===== src/rtl/bcd_step_counter.sv =====
// Prescaled single-digit BCD counter with load, enable, tick and carry for cascading.
// Define BCD_DOWN_EN to add the dir port and down-counting (carry then also marks 0->9 borrows).
module bcd_step_counter #(
  parameter int unsigned PRESCALE = 10
) (
  input  logic       clk,
  input  logic       rst,
  input  logic       en,
  input  logic       load,
  input  logic [3:0] load_val,
`ifdef BCD_DOWN_EN
  input  logic       dir,
`endif
  output logic       A,
  output logic       B,
  output logic       C,
  output logic       D,
  output logic       tick,
  output logic       carry
);

  localparam int unsigned PcntW = (PRESCALE > 1) ? $clog2(PRESCALE) : 1;
  localparam logic [PcntW-1:0] PcntMax = PcntW'(PRESCALE - 1);

  logic [PcntW-1:0] pcnt_q, pcnt_d;
  logic [3:0]       dig_q, dig_d;
  logic             tick_q, tick_d;
  logic             carry_q, carry_d;

  logic [3:0]       dig_step;
  logic             dig_wrap;

  // Value the digit would take on a step, and whether that step wraps.
  always_comb begin
    dig_step = dig_q + 4'd1;
    dig_wrap = 1'b0;
`ifdef BCD_DOWN_EN
    if (dir) begin
      if (dig_q == 4'd0 || dig_q > 4'd9) begin
        dig_step = 4'd9;
        dig_wrap = (dig_q == 4'd0);
      end else begin
        dig_step = dig_q - 4'd1;
      end
    end else if (dig_q >= 4'd9) begin
      dig_step = 4'd0;
      dig_wrap = 1'b1;
    end
`else
    if (dig_q >= 4'd9) begin
      dig_step = 4'd0;
      dig_wrap = 1'b1;
    end
`endif
  end

  always_comb begin
    pcnt_d  = pcnt_q;
    dig_d   = dig_q;
    tick_d  = 1'b0;
    carry_d = 1'b0;
    if (load) begin
      // Non-BCD load values are replaced by zero so the digit never leaves 0..9.
      dig_d  = (load_val <= 4'd9) ? load_val : 4'd0;
      pcnt_d = '0;
    end else if (en) begin
      if (pcnt_q == PcntMax) begin
        pcnt_d  = '0;
        tick_d  = 1'b1;
        dig_d   = dig_step;
        carry_d = dig_wrap;
      end else begin
        pcnt_d = pcnt_q + 1'b1;
      end
    end
  end

  always_ff @(posedge clk) begin
    if (rst) begin
      pcnt_q  <= '0;
      dig_q   <= 4'd0;
      tick_q  <= 1'b0;
      carry_q <= 1'b0;
    end else begin
      pcnt_q  <= pcnt_d;
      dig_q   <= dig_d;
      tick_q  <= tick_d;
      carry_q <= carry_d;
    end
  end

  assign {A, B, C, D} = dig_q;
  assign tick         = tick_q;
  assign carry        = carry_q;

endmodule

===== config.mk =====
export PLATFORM = sky130hd
export DESIGN_NAME = bcd_step_counter
export DESIGN_NICKNAME = d
export VERILOG_FILES = /design/src/rtl/bcd_step_counter.sv
export SDC_FILE = /design/constraint.sdc
export NUM_CORES = 1
export LEC_CHECK = 0
export ABC_CLOCK_PERIOD_IN_PS = 1450
export CAP_MARGIN = 20
export CELL_PAD_IN_SITES_DETAIL_PLACEMENT = 1
export CELL_PAD_IN_SITES_GLOBAL_PLACEMENT = 2
export CORE_MARGIN = 2
export CORE_UTILIZATION = 24
export DETAILED_ROUTE_END_ITERATION = 10
export PLACE_DENSITY = 0.71
export SYNTH_ARGS = -nofsm -noshare
export SYNTH_HDL_FRONTEND = slang
export SYNTH_SLANG_ARGS = --single-unit

===== constraint.sdc =====
create_clock -name clk -period 1.45 [get_ports clk]
set_clock_uncertainty 0.05 [all_clocks]
set_input_delay 0.435 -clock clk [delete_from_list [all_inputs] [get_ports clk]]
set_output_delay 0.435 -clock clk [all_outputs]
set_load 0.1 [all_outputs]

==> results.md, run 1 <==
• signal arrival time at the worst endpoint: 1.02 ns
• commonest non-fill, non-tap cell in the layout: buf_4
• fraction of final layout cells sized beyond drive strength 1: 58.82%
• Static Leakage: 0.4606 nW
• Via Count: 650
• final critical-path setup slack: -0.05133 ns
• clock insertion delay at the later pin of the skew report: 0.27 ns
• Die Outline Area: 0.002806 mm^2
• cell with the largest stage delay on the worst path: dfxtp_4
• slowest cell delay on critical path: 0.35 ns
• buffers inserted by post-CTS timing repair: 0
• largest family of logic cells by synthesized area: simple AND/OR/NAND/NOR gates
• number of clock sinks: 10
• part of the Yosys area used for sequential elements: 34.78%
• GRT Residual Overflow: 0
• failing checks: negative setup slack
• Seq cells post-synth: 10
• Pwr per Cell Area: 636.4 mW/mm^2
• Hold WS: 0.5089 ns
• RSZ-0062 raised after global routing: yes
• y dimension of the die: 52.97 um
• number of routed nets with antenna violations: 0
• required time of the critical path: 0.97 ns
• effective utilization at floorplan: 25.77%
• maximum buffer depth of the clock tree: 2
• fin nets: 114
• share of the core filled with cells: 51.37%
• reg-to-reg endpoint: dig_q[2]
• max frequency: 666.1 MHz
• CTS clk-pin slew, worst paths: 0.07 ns
• average instance area after synthesis: 8.993 um^2
• fin. max-slew vios: 0
• fraction of registers with async set or reset after synthesis: 0%
• Routed Wire Length: 1976 um
• Distinct cells, synth: 33
• wire length of the first global-routing pass: 3291 um
• share of cell area taken by muxes after synthesis: 1.739%
• Cell Area, Synth: 575.6 um^2
• detailed placer's ending HPWL: 1493 um
• Detailed Routing Iterations Pass 1: 3
• placeable core area: 0.002233 mm^2
• clock tree from TritonCTS: yes
• count of flip-flops with a built-in enable after synthesis: 0
• pin slew with the least headroom to its limit: 0.2497 ns
• top flip-flop cell by instance count after synthesis: dfxtp_1
• worst hold path startpoint: dig_q[3]
• Placement Rows: 17
• Total Power: 730.2 uW
• synthesized-area fraction occupied by xor and xnor cells: 3.043%
• number of DRC violations after detailed-routing iteration 0: 5
• detailed-route DRC error count: 0
• setup slack of the worst register-to-register path: -0.04 ns
• library cell used as clock root buffer: clkbuf_4
• end point of the worst hold path: dig_q[3]
• Setup crit end kind: output port
• port buffer count: 13
• post-route minimum period: 1.501 ns
• CP most frequent cell: buf_6
• Syn Nets: 75
• number of diodes added for antenna fixing: 0
• max-capacitance violation count: 0
• CP Cell Sequence: buf_6 -> buf_6 -> buf_12
• critical path peak fanout: 3
• global-route usage over all layers: 16.76%
• Worst Hold Path Cells: 2
• start of the worst register-to-register path: dig_q[1]
• cells on worst reg2reg path: 5
• vias per cell: 5.000
• maximum vdd drop: 0.3331 mV
• compound-gate portion of the synthesized area: 18.04%
• Critical Path Source Type: register
• width of the die: 52.97 um
• number of warnings printed during yosys synthesis: 0
• global placer's final weighted congestion: 0.7948
• vias in the first global route: 721
• routed wirelength normalized by instance count: 15.20 um
• area growth from synthesis to layout: 99.35%
• I/O Pins: 14
• Final period util: 103.5%
• top library cells by usage in the layout, fill and taps aside: buf_4 (20), buf_12 (6), nor2_1 (5)
• synthesized-area fraction occupied by and/or/nand/nor cells: 31.74%
• worst hold path class: reg -> reg
• worst max-slew margin expressed relative to the limit: 82.87%
• count of final hold-check violations: 0
• Crit Path Category: reg -> out
• final setup vio count: 6
• maximum number of pins on one net before global-route repair: 7
• Post-Synthesis Cells: 64
• Max H-tree Level: 1
• share of synthesized cell area in full adder, half adder and majority cells: 6.522%
• run status: finished, violations left
• number of antenna violations at the first check in global routing: 0
• CTS Buf Count: 3
kinds of logic after synthesis:
group	Yosys count
AND/OR/NAND/NOR	28
AO/OA/AOI/OAI	14
flip-flops	10
buffers and inverters	6
adder cells (fa/ha/maj)	3
XOR/XNOR	2
multiplexers	1
stage by stage:
stage               std cells  TNS [ns]  worst slack, ns  instance area, um^2
global route              130   -0.4634          -0.1169                 1147
finish                    130   -0.1821         -0.05133                 1147
global placement          126    -3.497          -0.4563                 1002
detailed placement        126    -3.717          -0.5041                 1002
floorplan                  64   -0.3762          -0.1719                620.6
CTS                       130   -0.1701         -0.08273                 1076
Yosys cell counts (2+ instances only):
cell      count  area (um^2)
nor3b_1       4        30.03
o211ai_1      2        15.01
o21ai_0       3        15.01
nor2b_1       2        12.51
and2b_2       2        17.52
inv_1         4        15.01
ha_1          3        37.54
o311ai_0      3        26.28
a21oi_1       2        10.01
nor2_1        5        18.77
dfxtp_1      10        200.2
nand3_1       3        15.01
per-layer routing:
metal | vias to the layer above | GRT usage (%) | routed length, um
li1 | 317 | - | -
met1 | 317 | 20.51 | 892
met2 | 11 | 28.54 | 1013
met3 | 5 | 1.695 | 31
met4 | 0 | 8.974 | 38
met5 | - | 0 | 0
worst max path at each step:
stage / slack (ns) / to / start / cells past startpoint
after floorplan: -0.17 / dig_q[2] / dig_q[0] / 4
after global placement: -0.46 / dig_q[2] / load / 4
after detailed placement: -0.50 / dig_q[2] / load / 4
after CTS: -0.08 / dig_q[2] / dig_q[1] / 5
after global routing: -0.12 / dig_q[1] / dig_q[0] / 6
final: -0.05 / C / dig_q[1] / 3
registers in the layout (all words and copies together) (netlist names):
| register | count |
|---|---|
| carry | 1 |
| tick | 1 |
| pcnt_q | 4 |
| dig_q | 4 |
where the power goes:
part | switching, mW | internal (mW)
Clock | 0.109 | 0.153
Sequential | 0.00856 | 0.278
Combinational | 0.0948 | 0.0875
Total | 0.212 | 0.518
worst max-delay path: cells and delay by family (launching register included):
kind                   cells  cell delay [ns]
buffers and inverters      3             0.40
flip-flops                 1             0.35
cell type report:
class                           count  area [um^2]
Fill cell                         255         1086
Multi-Input combinational cell     48        475.5
Timing Repair Buffer               36        370.4
Sequential cell                    10        215.2
Clock buffer                        4        36.28
Tap cell                           28        35.03
Inverter                            4        15.01
timing repair:
| item | 4_1_cts | 5_1_grt |
|---|---|---|
| setup endpoints to repair | 10 | 8 |
| resized for setup | 12 | 13 |
| hold buffers | 0 | 0 |
| pin swaps | 1 | 1 |
Note: power is estimated with default switching activity, not from simulation.
==> run 2, diff against run 1 <==
--- a/config.mk
+++ b/config.mk
@@ -13,6 +13,7 @@
 export CORE_UTILIZATION = 24
 export DETAILED_ROUTE_END_ITERATION = 10
 export PLACE_DENSITY = 0.71
+export SKIP_CTS_REPAIR_TIMING = 1
 export SYNTH_ARGS = -nofsm -noshare
 export SYNTH_HDL_FRONTEND = slang
 export SYNTH_SLANG_ARGS = --single-unit
==> run 2 against run 1 <==
  * The flow still finishes with violations (negative setup slack)
  * Count of clock-buffer cells in the layout unchanged
  * Combinational power up 3%
  * Sequential share of layout area down 0.47 points
  * Register-to-register slack worse by 0.03 ns
  * Cell area up 2.0%
  * Die area unchanged
  * Total power up 1.5%
  * Via count up 1.1%
  * Critical path type is now reg -> reg
  * Highest routed layer unchanged
==> results.md, run 2 (synthesized netlist as in run 1, its figures left out) <==
• Detailed Routing Iterations Pass 1: 1
• cell with the largest stage delay on the worst path: dfxtp_4
• library cell used as clock root buffer: clkbuf_4
• Crit Path Category: reg -> reg
• biggest registers after layout: dig_q: 4 flops, pcnt_q: 4 flops
• setup slack of the worst register-to-register path: -0.07 ns
• routed wirelength normalized by instance count: 15.65 um
• clock insertion delay at the later pin of the skew report: 0.28 ns
• Max H-tree Level: 1
• category of cells accounting for the largest share of critical-path delay: flip-flops
• Placement Rows: 17
• global-route usage over all layers: 15.99%
• slowest cell delay on critical path: 0.37 ns
• pin slew with the least headroom to its limit: 0.2964 ns
• critical path peak fanout: 4
• global placer's final weighted congestion: 0.7948
• required time of the critical path: 1.58 ns
• cells on worst reg2reg path: 6
• fin nets: 116
• Routed Wire Length: 2066 um
• portion of total power attributed to the clock network: 35.9%
• Via Count: 657
• top library cells by usage in the layout, fill and taps aside: buf_4 (21), buf_12 (6), nor2_1 (5), dfxtp_2 (5)
• part of the power in combinational logic: 25.3%
• CTS clk-pin slew, worst paths: 0.07 ns
• Worst Hold Path Cells: 2
• maximum buffer depth of the clock tree: 2
• vias per cell: 4.977
• effective utilization at floorplan: 25.77%
• Total Power: 741.4 uW
• fraction of final layout cells sized beyond drive strength 1: 61.54%
• signal arrival time at the worst endpoint: 1.65 ns
• y dimension of the die: 52.97 um
• detailed-route DRC error count: 0
• run status: finished, violations left
• worst max-slew margin expressed relative to the limit: 80.16%
• CP Cell Sequence: inv_1 -> ha_1 -> nor3b_4 -> o2111ai_2 -> buf_4 -> o311ai_4
• final critical-path setup slack: -0.06572 ns
• start of the worst register-to-register path: dig_q[0]
• final setup vio count: 5
• reg-to-reg endpoint: dig_q[1]
• Flop pwr share: 38.8%
• port buffer count: 13
• GRT Residual Overflow: 0
• wire length of the first global-routing pass: 3132 um
• worst hold path startpoint: dig_q[3]
• CTS Buf Count: 3
• max-capacitance violation count: 0
• area growth from synthesis to layout: 103.3%
• Critical path buffers and inverters: 2
• number of clock sinks: 10
• net switching power of the design: 216.2 uW
• vias in the first global route: 713
• Die Outline Area: 0.002806 mm^2
• filler-free cell count of the finished design: 132
• Critical Path Source Type: register
• width of the die: 52.97 um
• fin. max-slew vios: 0
• number of routed nets with antenna violations: 0
• placed cell count: 126
• number of antenna violations at the first check in global routing: 0
• post-route minimum period: 1.516 ns
• Final period util: 104.5%
• I/O Pins: 14
• RSZ-0062 raised after global routing: yes
• clock tree from TritonCTS: yes
• detailed placer's ending HPWL: 1493 um
• failing checks: negative setup slack
• max frequency: 659.8 MHz
• Switching Share: 29.16%
• number of diodes added for antenna fixing: 0
• Static Leakage: 0.4950 nW
• filler cell count: 254
• worst hold path class: reg -> reg
• Pwr per Cell Area: 633.7 mW/mm^2
• placeable core area: 0.002233 mm^2
• maximum vdd drop: 0.3563 mV
• Setup crit end kind: register
• maximum number of pins on one net before global-route repair: 7
• commonest non-fill, non-tap cell in the layout: buf_4
• end point of the worst hold path: dig_q[3]
• number of DRC violations after detailed-routing iteration 0: 0
• count of final hold-check violations: 0
• Post-Place Setup Slack: -0.5041 ns
• P_int: 525.2 uW
==> run 2: cell count changes in the layout (fill, tap and decap cells not counted), sizes merged <==
cell and delta:
dlygate4sd2 -3, buf +2, dlymetal6s2s +3
==> run 2: layout make-up <==
| type | count | area [um^2] | share of cell area, % |
|---|---|---|---|
| Timing Repair Buffer | 38 | 400.4 | 34.22 |
| Inverter | 4 | 15.01 | 1.283 |
| Clock buffer | 4 | 36.28 | 3.102 |
| Tap cell | 28 | 35.03 | 2.995 |
| Sequential cell | 10 | 214.0 | 18.29 |
| Multi-Input combinational cell | 48 | 469.2 | 40.11 |
==> run 2: worst max path at each step <==
stage	startpoint	endpoint	slack, ns	depth (start not counted)
floorplan	dig_q[0]	dig_q[2]	-0.17	4
finish	dig_q[0]	dig_q[1]	-0.07	6
global placement	load	dig_q[2]	-0.46	4
global route	dig_q[0]	dig_q[1]	-0.17	6
CTS	load	dig_q[2]	-0.22	4
detailed placement	load	dig_q[2]	-0.50	4
==> run 2: through the flow <==
stage | TNS [ns] | util (%) | instance area, um^2 | hold WS, ns
CTS | -1.029 | 46.50 | 1039 | 0.5072
global route | -0.5920 | 52.38 | 1170 | 0.5625
finish | -0.1984 | 52.38 | 1170 | 0.5247
floorplan | -0.3762 | - | 620.6 | 0.4202
detailed placement | -3.717 | 44.87 | 1002 | 0.4977
global placement | -3.497 | 44.87 | 1002 | 0.4841
==> run 2: routing by layer <==
| layer | global-route usage (%) | up-vias | share of wire, % |
|---|---|---|---|
| met5 | 0 | - | 0 |
| met4 | 8.974 | 0 | 2.6 |
| met3 | 1.695 | 7 | 2.5 |
| met2 | 26.46 | 13 | 54 |
| met1 | 20.00 | 318 | 41 |
| li1 | - | 319 | - |
==> run 2: power by group through the flow <==
stage / registers, mW / clock network [mW] / logic [mW]
6_report: 0.287 / 0.266 / 0.188
5_1_grt: 0.288 / 0.285 / 0.202
4_1_cts: 0.286 / 0.268 / 0.166
3_5_place_dp: 0.293 / 0 / 0.165
3_3_place_gp: 0.292 / 0 / 0.162
2_1_floorplan: 0.325 / 0 / 0.0372
==> run 2: worst reg2reg max path, stage by stage, from the launching register on <==
cell and delay (ns):
dfxtp_4 0.37, inv_1 0.06, ha_1 0.16, nor3b_4 0.24
o2111ai_2 0.17, buf_4 0.18, o311ai_4 0.20
==> run 3, diff against run 2 <==
--- a/config.mk
+++ b/config.mk
@@ -7,7 +7,7 @@
 export LEC_CHECK = 0
 export ABC_CLOCK_PERIOD_IN_PS = 1450
 export CAP_MARGIN = 20
-export CELL_PAD_IN_SITES_DETAIL_PLACEMENT = 1
+export CELL_PAD_IN_SITES_DETAIL_PLACEMENT = 0
 export CELL_PAD_IN_SITES_GLOBAL_PLACEMENT = 2
 export CORE_MARGIN = 2
 export CORE_UTILIZATION = 24
==> run 3 against run 2 <==
  * The run still ends with negative setup slack left
  * Worst setup slack got worse by 0.054 ns
  * Flip-flop and latch count did not move
  * Critical path type unchanged
  * Fmax fell by 3.5%
  * Combinational power fell by 6%
  * Clock power fell by 24%
  * Global-route usage fell by 2.3 points
  * Highest routed layer unchanged
  * Sequential share of layout area rose by 0.71 points
==> results.md, run 3 (synthesized netlist as in run 1, its figures left out) <==
• number of antenna violations at the first check in global routing: 0
• number of diodes added for antenna fixing: 0
• max frequency: 636.9 MHz
• maximum number of pins on one net before global-route repair: 7
• Routed Wire Length: 1609 um
• run status: finished, violations left
• area post-placement: 0.001002 mm^2
• required time of the critical path: 1.61 ns
• fin. max-slew vios: 0
• failing checks: negative setup slack
• critical path peak fanout: 2
• Critical Path Source Type: register
• Via Count: 626
• number of DRC violations after detailed-routing iteration 0: 7
• commonest non-fill, non-tap cell in the layout: buf_4
• worst max-slew margin expressed relative to the limit: 78.50%
• cells on worst reg2reg path: 5
• CTS Buf Count: 3
• maximum vdd drop: 0.3202 mV
• detailed-route DRC error count: 0
• placeable core area: 0.002233 mm^2
• fraction of final layout cells sized beyond drive strength 1: 55.34%
• library cell used as clock root buffer: clkbuf_4
• wire length of the first global-routing pass: 2739 um
• Static Leakage: 0.4642 nW
• end point of the worst hold path: dig_q[3]
• pin slew with the least headroom to its limit: 0.3191 ns
• portion of total power attributed to the clock network: 30.4%
• post-route minimum period: 1.570 ns
• reg-to-reg endpoint: dig_q[2]
• biggest registers after layout: dig_q: 4 flops, pcnt_q: 4 flops
• global-route usage over all layers: 13.68%
• Placement Rows: 17
• Switching Share: 28.89%
• filler-free cell count of the finished design: 131
• Crit Path Category: reg -> reg
• cell area after layout: 0.001120 mm^2
• area growth from synthesis to layout: 94.56%
• final setup vio count: 3
• Final period util: 108.3%
• number of clock sinks: 10
• CTS clk-pin slew, worst paths: 0.07 ns
• top library cells by usage in the layout, fill and taps aside: buf_4 (22), buf_12 (6), nor2_1 (5)
• Hold WS: 0.5176 ns
• max-capacitance violation count: 0
• fin nets: 115
• filler cell count: 212
• GRT Residual Overflow: 0
• Flop pwr share: 43.0%
• P_int: 474.2 uW
• CP Cell Sequence: buf_6 -> ha_4 -> or4b_4 -> a2111oi_4 -> a311o_1
• global placer's final weighted congestion: 0.7948
• clock tree from TritonCTS: yes
• width of the die: 52.97 um
• I/O Pins: 14
• worst hold path class: reg -> reg
• slowest cell delay on critical path: 0.47 ns
• Worst Hold Path Cells: 2
• port buffer count: 13
• placed cell count: 126
• cell with the largest stage delay on the worst path: or4b_4
• Max H-tree Level: 1
• signal arrival time at the worst endpoint: 1.73 ns
• start of the worst register-to-register path: dig_q[1]
• RSZ-0062 raised after global routing: yes
• maximum buffer depth of the clock tree: 2
• final critical-path setup slack: -0.1200 ns
• Pwr per Cell Area: 595.5 mW/mm^2
• number of routed nets with antenna violations: 0
• part of the power in combinational logic: 26.6%
• effective utilization at floorplan: 25.77%
• routed wirelength normalized by instance count: 12.28 um
• setup slack of the worst register-to-register path: -0.12 ns
• Setup crit end kind: register
• Detailed Routing Iterations Pass 1: 2
• worst hold path startpoint: dig_q[3]
• net switching power of the design: 192.6 uW
• Die Outline Area: 0.002806 mm^2
• vias per cell: 4.779
• count of final hold-check violations: 0
• y dimension of the die: 52.97 um
• vias in the first global route: 656
• clock insertion delay at the later pin of the skew report: 0.26 ns
• detailed placer's ending HPWL: 1297 um
[run 3: power groups by stage]
| stage | Combinational, mW | Clock (mW) | Sequential [mW] |
|---|---|---|---|
| finish | 0.177 | 0.203 | 0.287 |
| global route | 0.191 | 0.225 | 0.287 |
| CTS | 0.162 | 0.212 | 0.286 |
| detailed placement | 0.162 | 0 | 0.292 |
| global placement | 0.162 | 0 | 0.292 |
| floorplan | 0.0372 | 0 | 0.325 |
[run 3: layout make-up]
class | instances | area [um^2] | area share [%]
multi-input combinational | 48 | 445.4 | 39.78
timing repair buffer | 37 | 385.4 | 34.41
sequential | 10 | 212.7 | 18.99
tap | 28 | 35.03 | 3.129
clock buffer | 4 | 26.28 | 2.346
inverter | 4 | 15.01 | 1.341
[run 3: how the worst max path moves through the flow]
stage / to / cells after the start / slack [ns] / startpoint
6_report: dig_q[2] / 5 / -0.12 / dig_q[1]
5_1_grt: dig_q[2] / 5 / -0.17 / dig_q[1]
4_1_cts: dig_q[2] / 4 / -0.22 / load
3_5_place_dp: dig_q[2] / 4 / -0.50 / load
3_3_place_gp: dig_q[2] / 4 / -0.46 / load
2_1_floorplan: dig_q[2] / 4 / -0.17 / dig_q[0]
[run 3: worst max-delay path, delay by kind of cell (launching register included)]
kind / cells / cell delay, ns
simple gates: 1 / 0.47
compound gates: 2 / 0.43
flops: 1 / 0.35
fa+ha+maj: 1 / 0.13
buf+inv: 1 / 0.10
[run 3: metrics by stage]
step	power (mW)	setup WS [ns]	setup TNS (ns)	util, %
6_report	0.6668	-0.1200	-0.2385	50.14
3_3_place_gp	0.4536	-0.4563	-3.497	44.87
2_1_floorplan	0.3620	-0.1719	-0.3762	-
3_5_place_dp	0.4543	-0.4984	-3.676	44.87
5_1_grt	0.7035	-0.1661	-0.4512	50.14
4_1_cts	0.6607	-0.2155	-1.053	46.05
[run 3: layer usage]
metal	part of all wire (%)	global-route usage, %	routed length, um	vias to the layer above
li1	-	-	-	322
met1	46	16.89	745	294
met2	50	22.71	803	8
met3	2.0	1.695	32	2
met4	1.7	7.692	27	0
met5	0	0	0	-
